[src/rtl/beep_scheduler.sv]
// beep_scheduler: shares one speaker pin between NUM_REQ event sources.
// A rising edge on req[i] queues one beep for source i (one pending bit per
// source, index 0 has the highest priority). Each granted beep is a square
// wave of DUR_CYCLES clk cycles with the source's latched half-period,
// followed by GAP_CYCLES silent cycles before the next grant.
// Build macro: BEEP_PREEMPT_EN -- when defined, a pending request with a
// lower index than the playing source aborts the tone and is granted at once.
module beep_scheduler #(
  parameter int NUM_REQ    = 4,
  parameter int HP_W       = 16,
  parameter int DUR_CYCLES = 25000000,
  parameter int GAP_CYCLES = 2500000,
  parameter int IDW        = 2
) (
  input  logic                    clk,
  input  logic                    rst,
  input  logic [NUM_REQ-1:0]      req,
  input  logic [NUM_REQ*HP_W-1:0] half_period,
  output logic                    speaker,
  output logic                    busy,
  output logic [IDW-1:0]          active_id,
  output logic                    done
);

  localparam int DUR_W = (DUR_CYCLES > 1) ? $clog2(DUR_CYCLES) : 1;
  localparam int GAP_W = (GAP_CYCLES > 1) ? $clog2(GAP_CYCLES) : 1;
  localparam logic [DUR_W-1:0] DUR_LAST = DUR_W'(DUR_CYCLES - 1);
  localparam logic [GAP_W-1:0] GAP_LAST = (GAP_CYCLES > 0) ? GAP_W'(GAP_CYCLES - 1) : '0;

  typedef enum logic [1:0] {
    ST_IDLE,
    ST_PLAY,
    ST_GAP
  } state_t;

  state_t              state_q,     state_d;
  logic [NUM_REQ-1:0]  req_q,       req_d;
  logic [NUM_REQ-1:0]  pending_q,   pending_d;
  logic [IDW-1:0]      active_id_q, active_id_d;
  logic [HP_W-1:0]     hp_q,        hp_d;
  logic [HP_W-1:0]     tone_cnt_q,  tone_cnt_d;
  logic [DUR_W-1:0]    dur_q,       dur_d;
  logic [GAP_W-1:0]    gap_q,       gap_d;
  logic                speaker_q,   speaker_d;
  logic                done_q,      done_d;

  logic [NUM_REQ-1:0]  rise;
  logic [NUM_REQ-1:0]  grant_onehot;
  logic [IDW-1:0]      grant_idx;
  logic [HP_W-1:0]     grant_hp;
  logic                preempt;
  logic                do_grant;

  // Arbitration: isolate the lowest pending source, its index and its tone period.
  always_comb begin
    grant_onehot = pending_q & (~pending_q + NUM_REQ'(1));
    grant_idx    = '0;
    grant_hp     = '0;
    for (int i = 0; i < NUM_REQ; i++) begin
      if (grant_onehot[i]) begin
        grant_idx = IDW'(i);
        grant_hp  = half_period[i*HP_W +: HP_W];
      end
    end
    // A zero half-period would never toggle; play it as the fastest tone instead.
    if (grant_hp == '0) grant_hp = HP_W'(1);
  end

  // Preemption request: only a lower index than the playing source may abort it.
  always_comb begin
    preempt = 1'b0;
`ifdef BEEP_PREEMPT_EN
    for (int i = 0; i < NUM_REQ; i++) begin
      if (pending_q[i] && (IDW'(i) < active_id_q) && (state_q == ST_PLAY)) preempt = 1'b1;
    end
`endif
  end

  // Next-state and datapath: IDLE grants, PLAY shapes the tone, GAP enforces silence.
  always_comb begin
    // NOTE: every signal gets its hold value first so no path through the case leaves it unassigned (no latches).
    state_d     = state_q;
    req_d       = req;
    active_id_d = active_id_q;
    hp_d        = hp_q;
    tone_cnt_d  = tone_cnt_q;
    dur_d       = dur_q;
    gap_d       = gap_q;
    speaker_d   = speaker_q;
    done_d      = 1'b0;
    do_grant    = 1'b0;
    rise        = req & ~req_q;

    case (state_q)
      ST_IDLE: begin
        do_grant = |pending_q;
      end
      ST_PLAY: begin
        if (preempt) begin
          do_grant = 1'b1;
        end else if (dur_q == '0) begin
          speaker_d = 1'b0;
          done_d    = 1'b1;
          gap_d     = GAP_LAST;
          state_d   = (GAP_CYCLES == 0) ? ST_IDLE : ST_GAP;
        end else begin
          dur_d = dur_q - DUR_W'(1);
          if (tone_cnt_q == hp_q - HP_W'(1)) begin
            speaker_d  = ~speaker_q;
            tone_cnt_d = '0;
          end else begin
            tone_cnt_d = tone_cnt_q + HP_W'(1);
          end
        end
      end
      ST_GAP: begin
        speaker_d = 1'b0;
        if (gap_q == '0) state_d = ST_IDLE;
        else             gap_d   = gap_q - GAP_W'(1);
      end
      default: begin
        state_d = ST_IDLE;
      end
    endcase

    if (do_grant) begin
      active_id_d = grant_idx;
      hp_d        = grant_hp;
      dur_d       = DUR_LAST;
      tone_cnt_d  = '0;
      speaker_d   = 1'b0;
      state_d     = ST_PLAY;
    end

    // A fresh edge on the source being granted wins over the grant's clear.
    pending_d = (pending_q & ~(do_grant ? grant_onehot : '0)) | rise;
  end

  // State register; reset silences the speaker immediately and drops all requests.
  always_ff @(posedge clk or posedge rst) begin
    if (rst) begin
      state_q     <= ST_IDLE;
      req_q       <= '0;
      pending_q   <= '0;
      active_id_q <= '0;
      hp_q        <= '0;
      tone_cnt_q  <= '0;
      dur_q       <= '0;
      gap_q       <= '0;
      speaker_q   <= 1'b0;
      done_q      <= 1'b0;
    end else begin
      // NOTE: non-blocking assignments so every flop samples pre-edge values regardless of statement order.
      state_q     <= state_d;
      req_q       <= req_d;
      pending_q   <= pending_d;
      active_id_q <= active_id_d;
      hp_q        <= hp_d;
      tone_cnt_q  <= tone_cnt_d;
      dur_q       <= dur_d;
      gap_q       <= gap_d;
      speaker_q   <= speaker_d;
      done_q      <= done_d;
    end
  end

  assign speaker   = speaker_q;
  assign busy      = (state_q != ST_IDLE);
  assign active_id = active_id_q;
  assign done      = done_q;

endmodule

[config.mk]
export PLATFORM = sky130hd
export DESIGN_NAME = beep_scheduler
export DESIGN_NICKNAME = d
export VERILOG_FILES = /design/src/rtl/beep_scheduler.sv
export SDC_FILE = /design/constraint.sdc
export NUM_CORES = 1
export LEC_CHECK = 0
export ABC_AREA = 1
export CAP_MARGIN = 15
export CORE_AREA = 2 2 123 125
export CTS_CLUSTER_SIZE = 14
export DETAILED_ROUTE_END_ITERATION = 10
export DIE_AREA = 0 0 125 127
export PLACE_DENSITY_LB_ADDON = 0.08
export SLEW_MARGIN = 20
export SYNTH_ARGS = -nofsm -noshare
export SYNTH_HDL_FRONTEND = slang
export SYNTH_SLANG_ARGS = --single-unit
[constraint.sdc]
create_clock -name clk -period 4.07 [get_ports clk]
set_input_delay 0.814 -clock clk [delete_from_list [all_inputs] [get_ports clk]]
set_output_delay 0.814 -clock clk [all_outputs]
set_load 0.01 [all_outputs]
* Word-level counts from Yosys, hierarchy flattened
Cells that the tools add are included.
** Storage, ports and cells
- Register bits after elaboration :: 93
- Bits in latches :: 0
- Bits in writable memories :: 0
- ROM bits :: 0
- Bits of input ports :: 70
- Output and inout bits :: 5
- Word-level logic and storage cells :: 76
- Memories kept :: 0
** Operators by class
- Add/sub/neg operators :: 5
- Multipliers :: 0
- Divide/modulo/power cells :: 0
- Order comparisons :: 0
- Equality and inequality tests :: 10
- Shifts and indexed selects :: 0
- Multiplexer cells :: 30
- Bitwise logic cells :: 8
- Reduce and logical (&&, ||, !) cells :: 13
** Operators with widths (number)
- two-way mux 16 bit :: 9
- two-way mux 25 bit :: 3
- two-way mux 22 bit :: 2
- case mux 22 bit (2 select lines) :: 1
- zero test 25 bit :: 1
- subtractor 25 x 1 -> 25 bit (second input constant) :: 1
- zero test 22 bit :: 1
- subtractor 22 x 1 -> 22 bit (second input constant) :: 1
- adder 16 x 1 -> 16 bit (second input constant) :: 1
- equality test 16 bit :: 1
- zero test 16 bit :: 1
- subtractor 16 x 1 -> 16 bit (second input constant) :: 1
- bitwise AND 4 bit :: 3
- NOT 4 bit :: 3
- two-way mux 2 bit :: 5
- inequality test 2 bit (second input constant) :: 4
- two-way mux 1 bit :: 7
- inequality test 3 bit (second input constant) :: 2
- case mux 2 bit (3 select lines) :: 1
- AND reduction 3 bit :: 2
- nonzero test 2 bit :: 3
- adder 4 x 1 -> 4 bit (second input constant) :: 1
- two-way mux 4 bit :: 1
- inequality test 4 bit (second input constant) :: 1
- other kinds (9) :: 10

* Longest topological paths before layout
- Depth in word-level cells :: 9
- Gate-level depth with buffers :: 16
- Depth with buffers taken out :: 16

* Least setup slack after synthesis
Ideal clock, no wire load.
- Kind :: reg2reg
- Start point :: reg gap_q[0]
- End point :: reg gap_q[0]
- Setup time :: 0.129 ns
- Data arrival time :: 1.694 ns
- Data required time :: 3.941 ns
- Slack :: 2.246 ns
- Cell stages (with the launch flop) :: 11
- Buffers on the path :: 1
- Period minus slack after synthesis :: 1.824 ns
- Path through :: dfrtp_1 inv_1 ha_1 nand3_1 nor2_1 nand4_1 nand3_4 inv_2 buf_4 o21ai_0 o21ai_0
** On the way
- Cells in the longest elaborated chain, start to end :: 3
- Elaborated cells on any way between the ends :: 6
- Classes of those cells :: 1 x add/sub; 1 x eq/ne; 2 x mux; 2 x reduce/logical
** RTL lines
- start: declaration :: line 43 : logic [GAP_W-1:0] gap_q, gap_d;
- start signal: assignment :: line 161 : gap_q <= gap_d;
- subtractor 22 x 1 -> 22 bit / zero test 22 bit (equally long branches) :: line 119, 118
- two-way mux 22 bit / inequality test 2 bit (equally long branches)
- case mux 22 bit (2 select lines) / AND reduction 3 bit (equally long branches)
Several ways; a longest one is shown, not always the timed one. The select of a mux whose other input is x is not followed.
A chain may end at the register's enable or synchronous reset.

* Final worst setup path
- Start point :: reg state_q[0]
- End point :: out busy
** On the way
- Cells in the longest elaborated chain, start to end :: 1
** RTL lines
- start: declaration :: line 36 : state_t state_q, state_d;
- start signal: assignment :: line 154 : state_q <= state_d;
- nonzero test 2 bit :: line 168 : assign busy = (state_q != ST_IDLE);
- end: declaration :: line 20 : output logic busy,
No other way between the ends.

==> results.yml <==
power:
  peakVddDrop_v: 0.000230
  power_density_nw_per_um2: 285
  power.leakage_uw: 0.00353
yosys:
  synth.distinct_cells: 44
  synth-seq-cells: 93
  synth_area_leaders: "dfrtp_1 39%, nand2_1 14%, nor2_1 6.6%"
  ys_seq_area_frac: 0.386
  synth_edf_count: 0
  synth_flop_cell: "dfrtp_1"
  synth_top_area_share: 0.386
  avgSynthCellArea_um2: 7.01
  synth_area_leader_cell: "dfrtp_1"
  synthesis.nets: 936
  yosysWarnings: 0
  synth_area_um2: 6020
  synth-async-reset-ratio: 1.00
  postSynthCellCount: 859
cts:
  root_buffer: "clkbuf_16"
  clk_latency_ns: 0.36
  post_cts_buffers: 0
  cts_tree: "done"
  htree_levels: 3
  clkTransAtPathRegs_ns: 0.07
  ctsResizeCount: 0
  clockBufferDepth: 2
  cts_buffers: 9
  hold_buffers: 0
  cts.sinks: 93
setup_path:
  ff2ff_setup_slack_ns: 1.74
  slowest_stage: "clkdlybuf4s50_1"
  setup.worst_path.end: "busy"
  path_depth: 4
  end_kind: "output pin"
  path_class: "reg -> out"
  slowest_delay_ns: 0.57
  cp-start-kind: "flip-flop"
  path_max_fanout: 5
  path_cells: "inv_1 > ha_1 > inv_1 > clkdlybuf4s50_1"
  arrival_ns: 1.81
  crit_start: "state_q[0]"
  crit_buf_inv: 3
  cp.required_ns: 3.26
  critical_path.top_delay_family: "buffers and inverters"
  reg2reg_from: "pending_q[0]"
  rr_worst_depth: 8
  worstReg2RegEnd: "speaker"
  cpMostUsedCell: "inv_1"
timing:
  timing.hold.ws_ns: 0.418
  timing.setup.tns_ns: 0
  fmax_mhz: 381
  setup_viol: 0
  hold_viol: 0
  max_slew_margin: 0.609
  period_share: 0.645
  drv_slew: 0
  grt_setup_unrepaired: "no"
  finClkSkew_ns: 0.0148
  tightest_slew_ns: 0.587
  fin_ws_ns: 1.44
  period_needed_ns: 2.63
floorplanning:
  initial_core_util: 0.418
  io_pins: 75
  core_um2: 14400
  num_rows: 44
  fp.dieW_um: 125
  dieArea_um2: 15900
  die_h_um: 127
routing:
  drt-initial-drc-count: 468
  route.detailed.drc: 0
  ant_nets: 0
  detail_route.first_pass.iterations: 5
  vias_per_cell: 5.11
  wl_per_cell_um: 13.7
  vias: 5712
  routed_wl_mm: 15.3
placed_design:
  dp_hpwl_mm: 11.7
  place_inst: 1101
  portBuffers: 74
  gp_congestion: 0.868
  place_area_um2: 6920
  pre_cts_slack_ns: 1.72
global_routing:
  antenna_found_initial: 0
  grtUsageTotal: 0.200
  grt_max_degree: 94
  grt_overflow: 0
  first_global_vias: 5525
  grt_pass1_wl_mm: 26.3
status:
  status: "complete, no violations"
finish:
  instances_no_fill: 1117
  post-route-cell-area_um2: 7210
  drive_gt1_frac: 0.0654
  finalNetCount: 1005
  area_delta_synth_final_pct: 19.6
  diodes: 0
worst_hold_path:
  hold_class: "reg -> reg"
  holdPathStages: 1
flow_run:
  drv_cap: 0
through the flow:
stage	util	power, µW
after CTS	0.500	2070
after global routing	0.500	2150
after global placement	0.480	1250
after detailed placement	0.480	1260
after floorplan	-	1150
final	0.500	2060
layout by cell type, fill, tap and decap left out, types with 10 or more instances in the layout:
cell             count
a21oi_1             13
clkdlybuf4s50_1     74
dfrtp_1             93
inv_1              103
inv_2               12
nand2_1            228
nand3_1             61
nand3b_1            10
nand4_1             28
nor2_1             106
nor3_1              16
o21ai_0             56
o21ai_1             10
o22ai_1             12
xnor2_1             10
xor2_1              13
cells in the mapped netlist, drive strengths merged (12+ instances only):
| cell | number |
|---|---|
| nor2 | 118 |
| nor3 | 16 |
| o21ai | 68 |
| nand3 | 66 |
| o22ai | 12 |
| dfrtp | 93 |
| nand2 | 235 |
| xor2 | 13 |
| buf | 12 |
| nand4 | 28 |
| inv | 116 |
| a21oi | 13 |
report_power, final:
group,switching [µW],total [µW],internal (µW)
combinational,115,244,130
sequential,41.3,994,952
clock,382,819,437
area by class of cell:
| cell class | count | area, µm² |
|---|---|---|
| fill | 1453 | 7220 |
| clock inverter | 5 | 41.3 |
| timing repair buffer | 77 | 776 |
| inverter | 119 | 448 |
| multi-input combinational | 628 | 3140 |
| sequential | 93 | 2330 |
| clock buffer | 11 | 243 |
| tap | 184 | 230 |
layer usage:
| metal | part of all wire | track usage | up-vias |
|---|---|---|---|
| met5 | 0 | 0 | - |
| met4 | 0.011 | 0.0549 | 0 |
| met3 | 0.046 | 0.0327 | 12 |
| met2 | 0.45 | 0.318 | 125 |
| met1 | 0.50 | 0.285 | 2647 |
| li1 | - | - | 2928 |
registers in the layout, summed over array words and instances, names as in the netlist:
| name | flops |
|---|---|
| state_q | 2 |
| done | 1 |
| hp_q | 16 |
| gap_q | 22 |
| active_id | 2 |
| speaker | 1 |
| req_q | 4 |
| dur_q | 25 |
| tone_cnt_q | 16 |
| pending_q | 4 |
cells by family after synthesis:
family                   synth area share
flip-flops                          0.386
buffers and inverters              0.0922
adder cells (fa/ha/maj)            0.0145
XOR/XNOR                           0.0372
AO/OA/AOI/OAI                       0.107
multiplexers                      0.00166
AND/OR/NAND/NOR                     0.361
how the worst min path moves through the flow:
stage                         to      from
finish              pending_q[3]  req_q[3]
global route        pending_q[2]  req_q[2]
detailed placement  pending_q[3]  req_q[3]
floorplan           pending_q[1]  req_q[1]
global placement    pending_q[1]  req_q[1]
CTS                 pending_q[3]  req_q[3]
(Power assumes the default switching activity.)
